--- config.mk ---
export PLATFORM = sky130hd
export DESIGN_NAME = enemy_fire_scheduler_flat
export DESIGN_NICKNAME = d
export VERILOG_FILES = /design/src/rtl/invaders_pkg.sv /design/src/rtl/enemy_fire_scheduler_if.sv /design/src/rtl/fire_lfsr8.sv /design/src/rtl/enemy_fire_scheduler.sv /design/src/flat_wrapper.sv
export SDC_FILE = /design/constraint.sdc
export NUM_CORES = 1
export LEC_CHECK = 0
export ABC_AREA = 0
export BUFFER_PORTS_ARGS = -buffer_cell sky130_fd_sc_hd__buf_2
export CELL_PAD_IN_SITES_DETAIL_PLACEMENT = 1
export CELL_PAD_IN_SITES_GLOBAL_PLACEMENT = 1
export CORE_MARGIN = 2
export CORE_UTILIZATION = 36
export CTS_CLUSTER_SIZE = 30
export DETAILED_ROUTE_END_ITERATION = 16
export PLACE_DENSITY_LB_ADDON = 0.1
export SLEW_MARGIN = 5
export SYNTH_ARGS = -nofsm -noshare
export SYNTH_HDL_FRONTEND = slang
export SYNTH_SLANG_ARGS = --single-unit
--- constraint.sdc ---
create_clock -name vsync_i -period 3.03 [get_ports vsync_i]
set_input_delay 0.4545 -clock vsync_i [delete_from_list [all_inputs] [get_ports vsync_i]]
set_output_delay 0.4545 -clock vsync_i [all_outputs]
set_load 0.1 [all_outputs]
--- src/rtl/invaders_pkg.sv ---
// Shared constants, FSM encoding and small helpers for the enemy fire path.
package invaders_pkg;

  typedef enum logic [1:0] {
    StIdle,
    StCooldown,
    StSearch,
    StIssue
  } fire_state_t;

  localparam int unsigned NUM_COLS = 10;
  localparam int unsigned NUM_ROWS = 6;

  localparam logic [3:0] RUN_STATE = 4'd1;

  localparam logic [7:0] COOLDOWN_L0 = 8'd30;
  localparam logic [7:0] COOLDOWN_L1 = 8'd20;
  localparam logic [7:0] COOLDOWN_L2 = 8'd12;
  localparam logic [7:0] COOLDOWN_L3 = 8'd8;

  localparam logic [9:0] ROW0_Y           = 10'd64;
  localparam logic [9:0] ROW_PITCH        = 10'd32;
  localparam logic [9:0] MISSILE_X_CENTER = 10'd16;

  function automatic logic [7:0] cooldown_limit(input logic [1:0] level);
    logic [7:0] lim;
    unique case (level)
      2'd0:    lim = COOLDOWN_L0;
      2'd1:    lim = COOLDOWN_L1;
      2'd2:    lim = COOLDOWN_L2;
      default: lim = COOLDOWN_L3;
    endcase
    return lim;
  endfunction

  // Highest set bit is the lowest alive enemy in the column (row 5 is the bottom).
  function automatic logic [2:0] top_row(input logic [NUM_ROWS-1:0] col_status);
    logic [2:0] row;
    row = '0;
    for (int r = 0; r < int'(NUM_ROWS); r++) begin
      if (col_status[r]) row = 3'(r);
    end
    return row;
  endfunction

  function automatic logic [9:0] row_y(input logic [2:0] row);
    return ROW0_Y + ROW_PITCH * {7'd0, row};
  endfunction

endpackage

--- src/rtl/enemy_fire_scheduler_if.sv ---
// Shot request handshake between the fire scheduler and the missile slot movers.
interface enemy_fire_scheduler_if #(
  parameter int unsigned NSLOT = 3
);
  logic [NSLOT-1:0] slot_busy;
  logic             fire_ack;
  logic             fire_valid;
  logic [NSLOT-1:0] fire_slot;
  logic [9:0]       fire_x;
  logic [9:0]       fire_y;
  logic [2:0]       fire_speed;

  modport master (
    input  slot_busy,
    input  fire_ack,
    output fire_valid,
    output fire_slot,
    output fire_x,
    output fire_y,
    output fire_speed
  );

  modport slave (
    output slot_busy,
    output fire_ack,
    input  fire_valid,
    input  fire_slot,
    input  fire_x,
    input  fire_y,
    input  fire_speed
  );
endinterface

--- src/rtl/fire_lfsr8.sv ---
// 8-bit Galois LFSR (x^8 + x^6 + x^5 + x^4 + 1) with enable; reset loads the seed.
module fire_lfsr8 (
  input  logic       clk_i,
  input  logic       rst_ni,
  input  logic       en_i,
  input  logic [7:0] seed_i,
  output logic [7:0] lfsr_o
);
  localparam logic [7:0] TapMask = 8'hB8;

  logic [7:0] lfsr_q, lfsr_d;

  always_comb begin
    lfsr_d = lfsr_q;
    if (en_i) begin
      lfsr_d = {1'b0, lfsr_q[7:1]} ^ (lfsr_q[0] ? TapMask : 8'h00);
    end
  end

  always_ff @(posedge clk_i or negedge rst_ni) begin
    if (!rst_ni) lfsr_q <= seed_i;
    else         lfsr_q <= lfsr_d;
  end

  assign lfsr_o = lfsr_q;
endmodule

--- src/rtl/enemy_fire_scheduler.sv ---
// Frame-rate enemy shot scheduler: cooldown, column search, slot handshake.
// Optional ENEMY_FIRE_RANDOM_EN alternates the search start column with an LFSR pick.
module enemy_fire_scheduler
  import invaders_pkg::*;
#(
  parameter int unsigned NSLOT = 3
) (
  input  logic                               vsync_i,
  input  logic                               reset_ni,
  input  logic [3:0]                         state_i,
  input  logic [1:0]                         level_i,
  input  logic [9:0]                         player_x_i,
  input  logic [9:0]                         enemy_offset_i,
  input  logic [NUM_COLS-1:0][NUM_ROWS-1:0]  enemy_status_i,
  enemy_fire_scheduler_if.master             fire_if
);

  fire_state_t      fsm_q, fsm_d;
  logic [7:0]       cnt_q, cnt_d;
  logic [3:0]       cand_q, cand_d;
  logic [3:0]       scan_q, scan_d;
  logic             valid_q, valid_d;
  logic [NSLOT-1:0] slot_q, slot_d;
  logic [9:0]       x_q, x_d;
  logic [9:0]       y_q, y_d;
  logic [2:0]       speed_q, speed_d;

  logic [3:0]          player_col;
  logic [3:0]          start_col;
  logic [NSLOT-1:0]    free;
  logic [NSLOT-1:0]    free_oh;
  logic                any_free;
  logic [NUM_ROWS-1:0] col_status;
  logic                unused_px;

  assign unused_px  = ^player_x_i[5:0];
  assign player_col = (player_x_i[9:6] > 4'd9) ? 4'd9 : player_x_i[9:6];

`ifdef ENEMY_FIRE_RANDOM_EN
  logic [7:0] lfsr;
  logic [3:0] lfsr_col;
  logic       shot_odd_q, shot_odd_d;
  logic       unused_lfsr;

  fire_lfsr8 u_lfsr (
    .clk_i  (vsync_i),
    .rst_ni (reset_ni),
    .en_i   (1'b1),
    .seed_i (8'h5A),
    .lfsr_o (lfsr)
  );

  assign unused_lfsr = ^lfsr[7:4];
  assign lfsr_col    = (lfsr[3:0] >= 4'd10) ? lfsr[3:0] - 4'd10 : lfsr[3:0];
  assign start_col   = shot_odd_q ? lfsr_col : player_col;

  always_ff @(posedge vsync_i or negedge reset_ni) begin
    if (!reset_ni) shot_odd_q <= 1'b0;
    else           shot_odd_q <= shot_odd_d;
  end
`else
  assign start_col = player_col;
`endif

  // Lowest-index free slot as a one-hot mask.
  assign free       = ~fire_if.slot_busy;
  assign free_oh    = free & (~free + NSLOT'(1));
  assign any_free   = |free;
  assign col_status = enemy_status_i[cand_q];

  always_comb begin
    fsm_d   = fsm_q;
    cnt_d   = cnt_q;
    cand_d  = cand_q;
    scan_d  = scan_q;
    valid_d = valid_q;
    slot_d  = slot_q;
    x_d     = x_q;
    y_d     = y_q;
    speed_d = speed_q;
`ifdef ENEMY_FIRE_RANDOM_EN
    shot_odd_d = shot_odd_q;
`endif

    if (state_i != RUN_STATE) begin
      fsm_d   = StIdle;
      cnt_d   = '0;
      cand_d  = '0;
      scan_d  = '0;
      valid_d = 1'b0;
      slot_d  = '0;
      x_d     = '0;
      y_d     = '0;
      speed_d = 3'd1;
    end else begin
      unique case (fsm_q)
        StIdle: fsm_d = StCooldown;

        StCooldown: begin
          if (cnt_q >= cooldown_limit(level_i) - 8'd1) begin
            cnt_d  = '0;
            cand_d = start_col;
            scan_d = '0;
            fsm_d  = StSearch;
          end else begin
            cnt_d = cnt_q + 8'd1;
          end
        end

        StSearch: begin
          if (col_status == '0) begin
            if (scan_q == 4'd9) begin
              // Whole array is cleared: skip this shot.
              fsm_d = StCooldown;
              cnt_d = '0;
            end else begin
              scan_d = scan_q + 4'd1;
              cand_d = (cand_q == 4'd9) ? 4'd0 : cand_q + 4'd1;
            end
          end else if (any_free) begin
            fsm_d   = StIssue;
            valid_d = 1'b1;
            slot_d  = free_oh;
            x_d     = {cand_q, 6'b0} + enemy_offset_i + MISSILE_X_CENTER;
            y_d     = row_y(top_row(col_status));
            speed_d = {1'b0, level_i} + 3'd1;
`ifdef ENEMY_FIRE_RANDOM_EN
            shot_odd_d = ~shot_odd_q;
`endif
          end
        end

        StIssue: begin
          if (fire_if.fire_ack) begin
            valid_d = 1'b0;
            slot_d  = '0;
            cnt_d   = '0;
            fsm_d   = StCooldown;
          end else if (|(slot_q & fire_if.slot_busy) && any_free) begin
            slot_d = free_oh;
          end
        end

        default: fsm_d = StIdle;
      endcase
    end
  end

  always_ff @(posedge vsync_i or negedge reset_ni) begin
    if (!reset_ni) begin
      fsm_q   <= StIdle;
      cnt_q   <= '0;
      cand_q  <= '0;
      scan_q  <= '0;
      valid_q <= 1'b0;
      slot_q  <= '0;
      x_q     <= '0;
      y_q     <= '0;
      speed_q <= 3'd1;
    end else begin
      fsm_q   <= fsm_d;
      cnt_q   <= cnt_d;
      cand_q  <= cand_d;
      scan_q  <= scan_d;
      valid_q <= valid_d;
      slot_q  <= slot_d;
      x_q     <= x_d;
      y_q     <= y_d;
      speed_q <= speed_d;
    end
  end

  assign fire_if.fire_valid = valid_q;
  assign fire_if.fire_slot  = slot_q;
  assign fire_if.fire_x     = x_q;
  assign fire_if.fire_y     = y_q;
  assign fire_if.fire_speed = speed_q;

endmodule

--- src/flat_wrapper.sv ---
// flat-port wrapper written by rule: the top's interface ports become plain ports
module enemy_fire_scheduler_flat import invaders_pkg::*;
#(
  parameter int unsigned NSLOT = 3
)
  (vsync_i, reset_ni, state_i, level_i, player_x_i, enemy_offset_i, enemy_status_i, fire_if_slot_busy, fire_if_fire_ack, fire_if_fire_valid, fire_if_fire_slot, fire_if_fire_x, fire_if_fire_y, fire_if_fire_speed);
  enemy_fire_scheduler_if #(.NSLOT(NSLOT)) fire_if_i ();
  input  logic vsync_i;
  input  logic reset_ni;
  input  logic [3:0] state_i;
  input  logic [1:0] level_i;
  input  logic [9:0] player_x_i;
  input  logic [9:0] enemy_offset_i;
  input  logic [NUM_COLS-1:0][NUM_ROWS-1:0] enemy_status_i;
  input wire logic [$bits(fire_if_i.slot_busy)-1:0] fire_if_slot_busy;
  input wire logic [$bits(fire_if_i.fire_ack)-1:0] fire_if_fire_ack;
  output wire logic [$bits(fire_if_i.fire_valid)-1:0] fire_if_fire_valid;
  output wire logic [$bits(fire_if_i.fire_slot)-1:0] fire_if_fire_slot;
  output wire logic [$bits(fire_if_i.fire_x)-1:0] fire_if_fire_x;
  output wire logic [$bits(fire_if_i.fire_y)-1:0] fire_if_fire_y;
  output wire logic [$bits(fire_if_i.fire_speed)-1:0] fire_if_fire_speed;
  assign fire_if_i.slot_busy = fire_if_slot_busy;
  assign fire_if_i.fire_ack = fire_if_fire_ack;
  assign fire_if_fire_valid = fire_if_i.fire_valid;
  assign fire_if_fire_slot = fire_if_i.fire_slot;
  assign fire_if_fire_x = fire_if_i.fire_x;
  assign fire_if_fire_y = fire_if_i.fire_y;
  assign fire_if_fire_speed = fire_if_i.fire_speed;
  enemy_fire_scheduler #(.NSLOT(NSLOT)) u_core (.vsync_i(vsync_i), .reset_ni(reset_ni), .state_i(state_i), .level_i(level_i), .player_x_i(player_x_i), .enemy_offset_i(enemy_offset_i), .enemy_status_i(enemy_status_i), .fire_if(fire_if_i));
endmodule
# Yosys cells after proc, flatten, opt, wreduce, memory -nomap -nowiden
# Cells that the tools add are included.
# totals
output_inout_bits	27
ff_bits	45
elab_cells	123
inputBits	92
# classes
bitwise	4
n_lt_le_gt_ge	3
n_eq_ne	19
n_mux	62
reduce_logical	17
n_addsub	9
# op_table
operator	n
10-bit two-way mux	8
8-bit two-way mux	7
3-bit two-way mux	15
4-bit two-way mux	10
6-bit binary-select mux with 4-bit select	1
8-bit one-hot mux with 3 select lines	1
4-bit AND reduction	5
2-bit two-way mux	8
4-bit one-hot mux with 2 select lines	2
5-bit one-hot mux with 3 select lines	1
3-bit by 1-bit inequality test with 1-bit output (second input constant)	4
10-bit adder	1
10-bit by 5-bit adder with 10-bit output (second input constant)	1
7-bit by 8-bit adder with 9-bit output (first input constant)	1
3-bit by 2-bit inequality test with 1-bit output (second input constant)	3
4-bit by 1-bit adder with 4-bit output (second input constant)	2
8-bit by 1-bit adder with 8-bit output (second input constant)	1
4-bit == test (second input constant)	2
8-bit >= comparator	1
4-bit by 1-bit inequality test with 1-bit output (second input constant)	2
2-bit one-hot mux with 4 select lines	1
8-bit by 1-bit subtractor with 8-bit output (second input constant)	1
3-bit AND	2
2-bit == test (second input constant)	3
other kinds (21)	31

# Depth between registers and ports, before layout
# Gate-level depths: netlist of run 1.
# logic_depth
depth_word	16
mapped_depth	10
depth_no_buf	10

# Worst setup path after synthesis of run 1
# No wires, ideal clock.
# synth_timing
path_type	register to register
startpoint	register u_core.cand_q[0]
endpoint	register u_core.scan_q[3]
period_less_slack_ns	2.646
arrival_ns	2.563
required_ns	2.948
n_path_buf	1
stages_incl_launch_ff	9
setup_slack_ns	0.384
setup_ns	0.082
cell_sequence	dfrtp_1 > buf_6 > mux4_2 > o22ai_2 > o32ai_2 > nor4_4 > nand2_2 > or4_1 > a31oi_1
# synth_between
elab_chain_cells	5
# synth_lines
item	line_no	text
start, declared	enemy_fire_scheduler.sv:20	logic [3:0] cand_q, cand_d;
start signal, assigned	enemy_fire_scheduler.sv:163	cand_q <= cand_d;
6-bit binary-select mux with 4-bit select	enemy_fire_scheduler.sv:69	assign col_status = enemy_status_i[cand_q];
6-bit two-way mux (not written as such)	enemy_fire_scheduler.sv:69	
6-bit logical NOT	enemy_fire_scheduler.sv:111	if (col_status == '0) begin
3-bit by 1-bit inequality test with 1-bit output (no source line)	-	
4-bit AND reduction (no source line)	-	
end signal, assigned	enemy_fire_scheduler.sv:164	scan_q <= scan_d;
end, declared	enemy_fire_scheduler.sv:21	logic [3:0] scan_q, scan_d;
# Every way passes these cells. The select of a mux whose other input is x is not followed.
# A chain may end at the register's enable or synchronous reset.

# Worst setup path after layout of run 1
# Same ends and word-level chain as after synthesis.

==> reports/results.ini, run 1 <==
[placement]
placed_area_sq_um = 3670
finalWeightedCongestion = 0.783
hpwl_mm = 6.69
io_buffers = 106
place_ws_ps = 50.6

[clock_tree]
cts_buffers = 5
post_cts_buffers = 0
h-tree-depth = 2
cts_tree = built
cts.sinks = 39
clockBufferDepth = 2
cts.clk_slew.worst_paths_ps = 90
cts-root-buf = clkbuf_8
insertion_delay_ps = 300

[detailed_routing]
drtIter0Drc = 48
antenna_left = 0
wl_per_cell_microns = 16.4
drc = 0
vias = 2802
routed_wirelength_mm = 8.54
via_per_inst = 5.37
drtPass1Iterations = 4

[power]
vdd_ir_drop_max_v = 0.000179
power_uw = 1260
p_leak_uw = 0.00184
p_per_area_nw_per_um2 = 330

[floorplanning]
fp.coreArea_sq_um = 8130
die_w_microns = 95.2
initial_utilization_pct = 36.8
dieArea_sq_um = 9060
fp.dieH_microns = 95.2
boundaryPins = 119
num_rows = 33

[timing]
drv_slew = 0
rsz0062_at_grt = false
slew_headroom_pct = 40.2
skew_ps = 9.44
fin_crit_sh_pct = 94.1
setup_ws_ps = 179
hold_viol_final = 0
clock.fmax_mhz = 351
fin_setup_tns_ps = 0
worstMarginPinSlew_ps = 897
setup_viol = 0
period_needed_ps = 2850

[setup_path]
worstSetupStartpointType = flop
cp.arrival_ps = 3070
r2r_slack_ps = 180
required_ps = 3250
worstSetupPathType = flop to flop
setup.worst_path.end_class = flop
critPathMaxFanout = 18

[synth]
synth-seq-cells = 39
synth_area_per_cell_sq_um = 9.91
synth_warnings = 0
synth_ff_type = dfrtp_1
postSynth.asyncResetShare_pct = 100
synth-seq-area-share_pct = 32.7
ys_types = 62
synthCells = 302
synth_area_sq_um = 2990
synth-edff-count = 0

[final_layout]
layout_common_cells = buf_2 (106), dfrtp_1 (37), ha_1 (23)
utilization_pct = 46.9
finalInstanceArea_sq_um = 3820
final_common_cell = buf_2
drive_above_1_share_pct = 36.7
final_nets = 531
n_antenna_cell = 0
syn2layout_area_growth_pct = 27.6

[run_status]
status = finished, final reports clean

[worst_hold_path]
hold_class = primary input to asynchronous set/reset pin

[grt]
grt_pass1_wl_mm = 13.8
grt_usage_pct = 19.2
grt_antenna_before_repair = 0
grt_pass1_vias = 2819
grt_max_degree = 40
overflow = 0

[flow_run]
drv_cap = 0

final cells by class:
class / count / area [sq um]
clock buffers: 5 / 68.8
flip-flops and latches: 39 / 978
fillers: 979 / 4320
repair buffers: 119 / 644
multi-input cells: 237 / 1870
clock inverters: 3 / 71.3
well taps: 105 / 131
inverters: 14 / 52.6
what timing repair did:
| item | CTS | global route |
|---|---|---|
| gates resized for setup | 0 | 2 |
| setup endpoints to repair | 0 | 12 |
| hold buffers | 0 | 0 |
cells in the mapped netlist, types with 5 or more instances:
master / number / area share (%)
nand2_1: 15 / 1.9
nand3_1: 11 / 1.8
mux2_2: 5 / 1.9
a21oi_1: 11 / 1.8
dfrtp_1: 38 / 32
o22ai_1: 6 / 1.3
buf_4: 7 / 1.8
ha_1: 23 / 9.6
nor2_1: 20 / 2.5
mux2i_1: 14 / 4.7
nand2b_1: 6 / 1.3
nor3_1: 5 / 0.84
a22o_1: 15 / 4.4
inv_1: 14 / 1.8
nor2b_1: 7 / 1.5
mux4_2: 7 / 5.3
o21ai_0: 11 / 1.8
registers in the layout (all words and copies together), names as in the netlist:
register,flops
u_core.cand_q,4
u_core.cnt_q,8
u_core.fire_if.fire_slot,3
u_core.fire_if.fire_speed,3
u_core.fire_if.fire_valid,1
u_core.fire_if.fire_x,10
u_core.fire_if.fire_y,4
u_core.fsm_q,2
u_core.scan_q,4
worst paths after layout:
| path | startpoint | to | cells after the start |
|---|---|---|---|
| max | u_core.cand_q[0]$_DFFE_PN0P_ | u_core.scan_q[3]$_DFFE_PN0P_ | 9 |
| min | reset_ni | u_core.fire_if.fire_x[2]$_DFFE_PN0P_ | 1 |
| max reg2reg | u_core.cand_q[0]$_DFFE_PN0P_ | u_core.scan_q[3]$_DFFE_PN0P_ | 9 |
| min reg2reg | u_core.fire_if.fire_speed[0]$_DFFE_PN1P_ | u_core.fire_if.fire_speed[0]$_DFFE_PN1P_ | 2 |
| max in group asynchronous | reset_ni | u_core.cand_q[0]$_DFFE_PN0P_ | 1 |
| min in group vsync_i | level_i[0] | u_core.fire_if.fire_speed[0]$_DFFE_PN1P_ | 2 |
cells by family (layout without fill, tap and decap cells):
kind of cell	Yosys count	in the layout	share of synthesized area, %
xor+xnor	6	6	1.76
flops	39	39	32.7
other cells	1	6	0.125
buf+inv	31	141	5.44
mux	27	27	12.7
compound gates	87	87	21.6
simple gates	88	88	16.1
fa+ha+maj	23	23	9.62
per-layer routing:
layer / GRT usage [%] / part of all wire (%)
met1: 25.4 / 44
met3: 3.56 / 5.8
met2: 33.0 / 49
met4: 3.62 / 1.0
met5: 0 / 0
where the power goes:
part / total [uW] / internal, uW / switching (uW) / leakage, uW
Sequential: 522 / 521 / 1.25 / 0.000540
Combinational: 189 / 80.1 / 109 / 0.00123
Clock: 548 / 335 / 213 / 0.0000703
critical path, stage by stage (launching register included):
cell and delay (ps):
dfrtp_2 440, buf_6 220, mux4_2 530, o22ai_1 170, o32ai_1 130, nor4_4 260
buf_4 210, nand2_2 80, or4_1 530, a31oi_1 190
stage by stage:
step	cells	hold slack, ps
2_1_floorplan	307	159
3_3_place_gp	514	470
3_5_place_dp	514	473
4_1_cts	522	322
5_1_grt	522	335
6_report	522	275
Note: power is estimated with default switching activity, not from simulation.
==> run 2: changes to the inputs <==
--- a/config.mk
+++ b/config.mk
@@ -10,11 +10,12 @@
 export CELL_PAD_IN_SITES_DETAIL_PLACEMENT = 1
 export CELL_PAD_IN_SITES_GLOBAL_PLACEMENT = 1
 export CORE_MARGIN = 2
-export CORE_UTILIZATION = 36
-export CTS_CLUSTER_SIZE = 30
+export CORE_UTILIZATION = 37
+export CTS_CLUSTER_SIZE = 10
 export DETAILED_ROUTE_END_ITERATION = 16
 export PLACE_DENSITY_LB_ADDON = 0.1
 export SLEW_MARGIN = 5
 export SYNTH_ARGS = -nofsm -noshare
 export SYNTH_HDL_FRONTEND = slang
+export SYNTH_HIERARCHICAL = 1
 export SYNTH_SLANG_ARGS = --single-unit
==> run 2 against run 1 <==
Against the previous run: non-clock buffer count grew 10; sequential cell count did not move; final area increased by 7.7%; setup slack better by 110 ps; synthesized cell count grew 12%; global-route usage is 0.20 points higher; clock-buffer cell count stayed put; clock power decreased by 16%; critical endpoint is now u_core/fsm_q[0]$_DFFE_PN0P_; highest routed layer unchanged.
==> reports/results.ini, run 2 <==
[timing]
clock.fmax_mhz = 365  ; +4.1%
skew_ps = 11.1  ; +1.70 ps
setup_ws_ps = 292  ; +113 ps
setup_viol = 0  ; unchanged
drv_slew = 0  ; unchanged
period_needed_ps = 2740  ; -113 ps
fin_setup_tns_ps = 0  ; unchanged
hold_viol_final = 0  ; unchanged
slew_headroom_pct = 39.8  ; -0.35 points
worstMarginPinSlew_ps = 903  ; +5.25 ps
fin_crit_sh_pct = 90.4  ; -3.7 points
rsz0062_at_grt = false

[placement]
place_ws_ps = -33.2  ; -83.7 ps
finalWeightedCongestion = 0.784  ; +0.17%
hpwl_mm = 7.03  ; +5.1%
io_buffers = 106  ; unchanged

[final_layout]
syn2layout_area_growth_pct = 27.0
seqCellArea_sq_um = 978  ; unchanged
n_antenna_cell = 0  ; unchanged
utilization_pct = 47.8  ; +0.91 points
final_common_cell = buf_2
layout_common_cells = buf_2 (106), mux2i_1 (42), dfrtp_1 (37)
final_nets = 573  ; +7.9%
largest_reg_flops = 10  ; unchanged
drive_above_1_share_pct = 34.3  ; -2.4 points
multi_input_area_sq_um = 2090  ; +12%
fillers = 1039  ; +6.1%

[setup_path]
cp.arrival_ps = 2920  ; -150 ps
critPathMaxFanout = 8  ; -10
setup.worst_path.end_class = flop
required_ps = 3220  ; -30 ps
worstSetupStartpointType = flop
worstSetupPathType = flop to flop

[detailed_routing]
wl_per_cell_microns = 15.9  ; -3.1%
drtIter0Drc = 57  ; +19%
drtPass1Iterations = 4  ; unchanged
vias = 3001  ; +7.1%
routed_wirelength_mm = 8.98  ; +5.1%
drc = 0  ; unchanged
via_per_inst = 5.30  ; -1.2%
antenna_left = 0  ; unchanged

[floorplanning]
initial_utilization_pct = 37.7  ; +0.90 points
dieArea_sq_um = 9520  ; +5.1%
boundaryPins = 119  ; unchanged
die_w_microns = 97.6  ; +2.5%
fp.coreArea_sq_um = 8590  ; +5.6%
fp.dieH_microns = 97.6  ; +2.5%
num_rows = 34  ; +3.0%

[synth]
synthAdderAreaFrac_pct = 9.27  ; -0.35 points
synth-seq-area-share_pct = 30.2  ; -2.5 points
synth.largest_area_cell = dfrtp_1
ys_top_cells_by_area = dfrtp_1 (29%), mux2i_1 (13%), ha_1 (9.3%)
synth_warnings = 6  ; +6
synth-compound-area-share_pct = 17.3  ; -4.3 points
synth_mux_area_share_pct = 17.9  ; +5.1 points
synth_xor_area_share_pct = 1.89  ; +0.14 points
ys_types = 68  ; +9.7%
synth_area_sq_um = 3240  ; +8.2%
synth_area_per_cell_sq_um = 9.58  ; -3.3%
synth-seq-cells = 39  ; unchanged
synth_most_common_cell = mux2i_1
synth_top_family_by_area = multiplexers
synthCells = 338  ; +12%
synth_ff_type = dfrtp_1
synth_top_area_share_pct = 29.4  ; -2.4 points
synthTopCellsByCount = mux2i_1 (42), dfrtp_1 (38), nor2_1 (34), ha_1 (24), nand2_1 (19)
synth-simple-area-share_pct = 17.2  ; +1.1 points
synth-edff-count = 0  ; unchanged
postSynth.asyncResetShare_pct = 100  ; unchanged

[clock_tree]
cts-root-buf = clkbuf_8
cts_tree = built
clockBufferDepth = 2  ; unchanged
cts.sinks = 39  ; unchanged
h-tree-depth = 2  ; unchanged
ctsHoldBuffers = 0  ; unchanged
cts.clk_slew.worst_paths_ps = 90  ; about the same
insertion_delay_ps = 300  ; about the same
cts_buffers = 5  ; unchanged

[flow_run]
drv_cap = 0  ; unchanged

[power]
pwr-share-clk_pct = 37.5  ; -6.0 points
switchingPower_uw = 351  ; +8.4%
pwr-share-seq_pct = 42.8  ; +1.3 points
swShare_pct = 28.6  ; +2.9 points
p_per_area_nw_per_um2 = 299  ; -9.4%
vdd_ir_drop_max_v = 0.000204  ; +14%
p_int_uw = 877  ; -6.2%
p_leak_uw = 0.00198  ; +7.6%
p_comb_share_pct = 19.7  ; +4.7 points

[grt]
overflow = 0  ; unchanged
grt_antenna_before_repair = 0  ; unchanged
grt_pass1_vias = 3219  ; +14%
grt_pass1_wl_mm = 15.3  ; +11%
grt_max_degree = 40  ; unchanged
grt_usage_pct = 19.4  ; +0.20 points

[run_status]
status = finished, final reports clean

[worst_hold_path]
hold_class = primary input to asynchronous set/reset pin

run 2: cell count changes in the layout (fill, tap and decap cells not counted), sizes merged, moves of 4 or more:
cell / previous run / this run
a22o: 15 / 1
nand3b: 2 / 8
nor2: 21 / 35
o21ai: 11 / 7
mux4: 8 / 3
o32ai: 4 / 0
and3: 3 / 8
a2bb2oi: 0 / 4
nand3: 11 / 2
buf: 119 / 129
nor2b: 7 / 3
nand2b: 6 / 2
mux2i: 14 / 42
run 2: through the flow:
| stage | cells | power (uW) | hold WS, ps | cell area, sq um |
|---|---|---|---|---|
| global route | 566 | 1290 | 343 | 4110 |
| floorplan | 343 | 677 | 159 | 3260 |
| CTS | 566 | 1250 | 311 | 4110 |
| detailed placement | 558 | 782 | 502 | 4000 |
| global placement | 558 | 776 | 498 | 4000 |
| finish | 566 | 1230 | 273 | 4110 |
run 2: final timing paths:
check / start / to / slack, ps / cells past startpoint
max: u_core/cand_q[0]$_DFFE_PN0P_ / u_core/fsm_q[0]$_DFFE_PN0P_ / 290 / 7
min: reset_ni / u_core/cnt_q[2]$_DFFE_PN0P_ / 270 / 1
max reg2reg: u_core/cand_q[0]$_DFFE_PN0P_ / u_core/fsm_q[0]$_DFFE_PN0P_ / 290 / 7
min reg2reg: u_core/cnt_q[7]$_DFFE_PN0P_ / u_core/cnt_q[7]$_DFFE_PN0P_ / 510 / 2
max in group asynchronous: reset_ni / u_core/cand_q[0]$_DFFE_PN0P_ / 2130 / 1
min in group vsync_i: enemy_offset_i[0] / u_core/fire_if.fire_x[0]$_DFFE_PN0P_ / 390 / 3
run 2: timing repair:
action / 4_1_cts / 5_1_grt
endpoints found under the setup margin: 0 / 1
resized for setup: 0 / 1
buffers inserted: 0 / 0
run 2: power groups by stage:
stage	sequential, uW	clock [uW]	combinational, uW
after floorplan	534	0	143
after global placement	536	0	240
after detailed placement	536	0	245
after CTS	526	475	247
after global routing	527	497	269
final	526	460	242
run 2: cell type report:
class | count | area share, %
Multi-Input combinational cell | 266 | 50.9
Sequential cell | 39 | 23.8
Timing Repair Buffer | 129 | 17.7
Tap cell | 108 | 3.29
Clock buffer | 5 | 1.67
Inverter | 16 | 1.46
Clock inverter | 3 | 1.13
run 2: kinds of logic after synthesis:
logic type	count (synthesis)
buf+inv	38
simple gates	104
mux	52
other cells	1
xor+xnor	7
fa+ha+maj	24
flops	39
compound gates	73
run 2: metal layers:
layer | global-route usage, % | wire length [microns] | vias to the layer above
met5 | 0 | 0 | -
met1 | 25.5 | 4040 | 1467
met3 | 4.32 | 397 | 5
met2 | 34.1 | 4500 | 57
met4 | 1.92 | 44 | 0
li1 | - | - | 1472
run 2: worst max-delay path: stages (launching register included):
cell and delay (ps):
dfrtp_2 530, mux4_1 600, a2bb2oi_1 150, a22oi_1 190, and2b_1 220, and3_2 250, mux2i_1 340, mux2_4 330
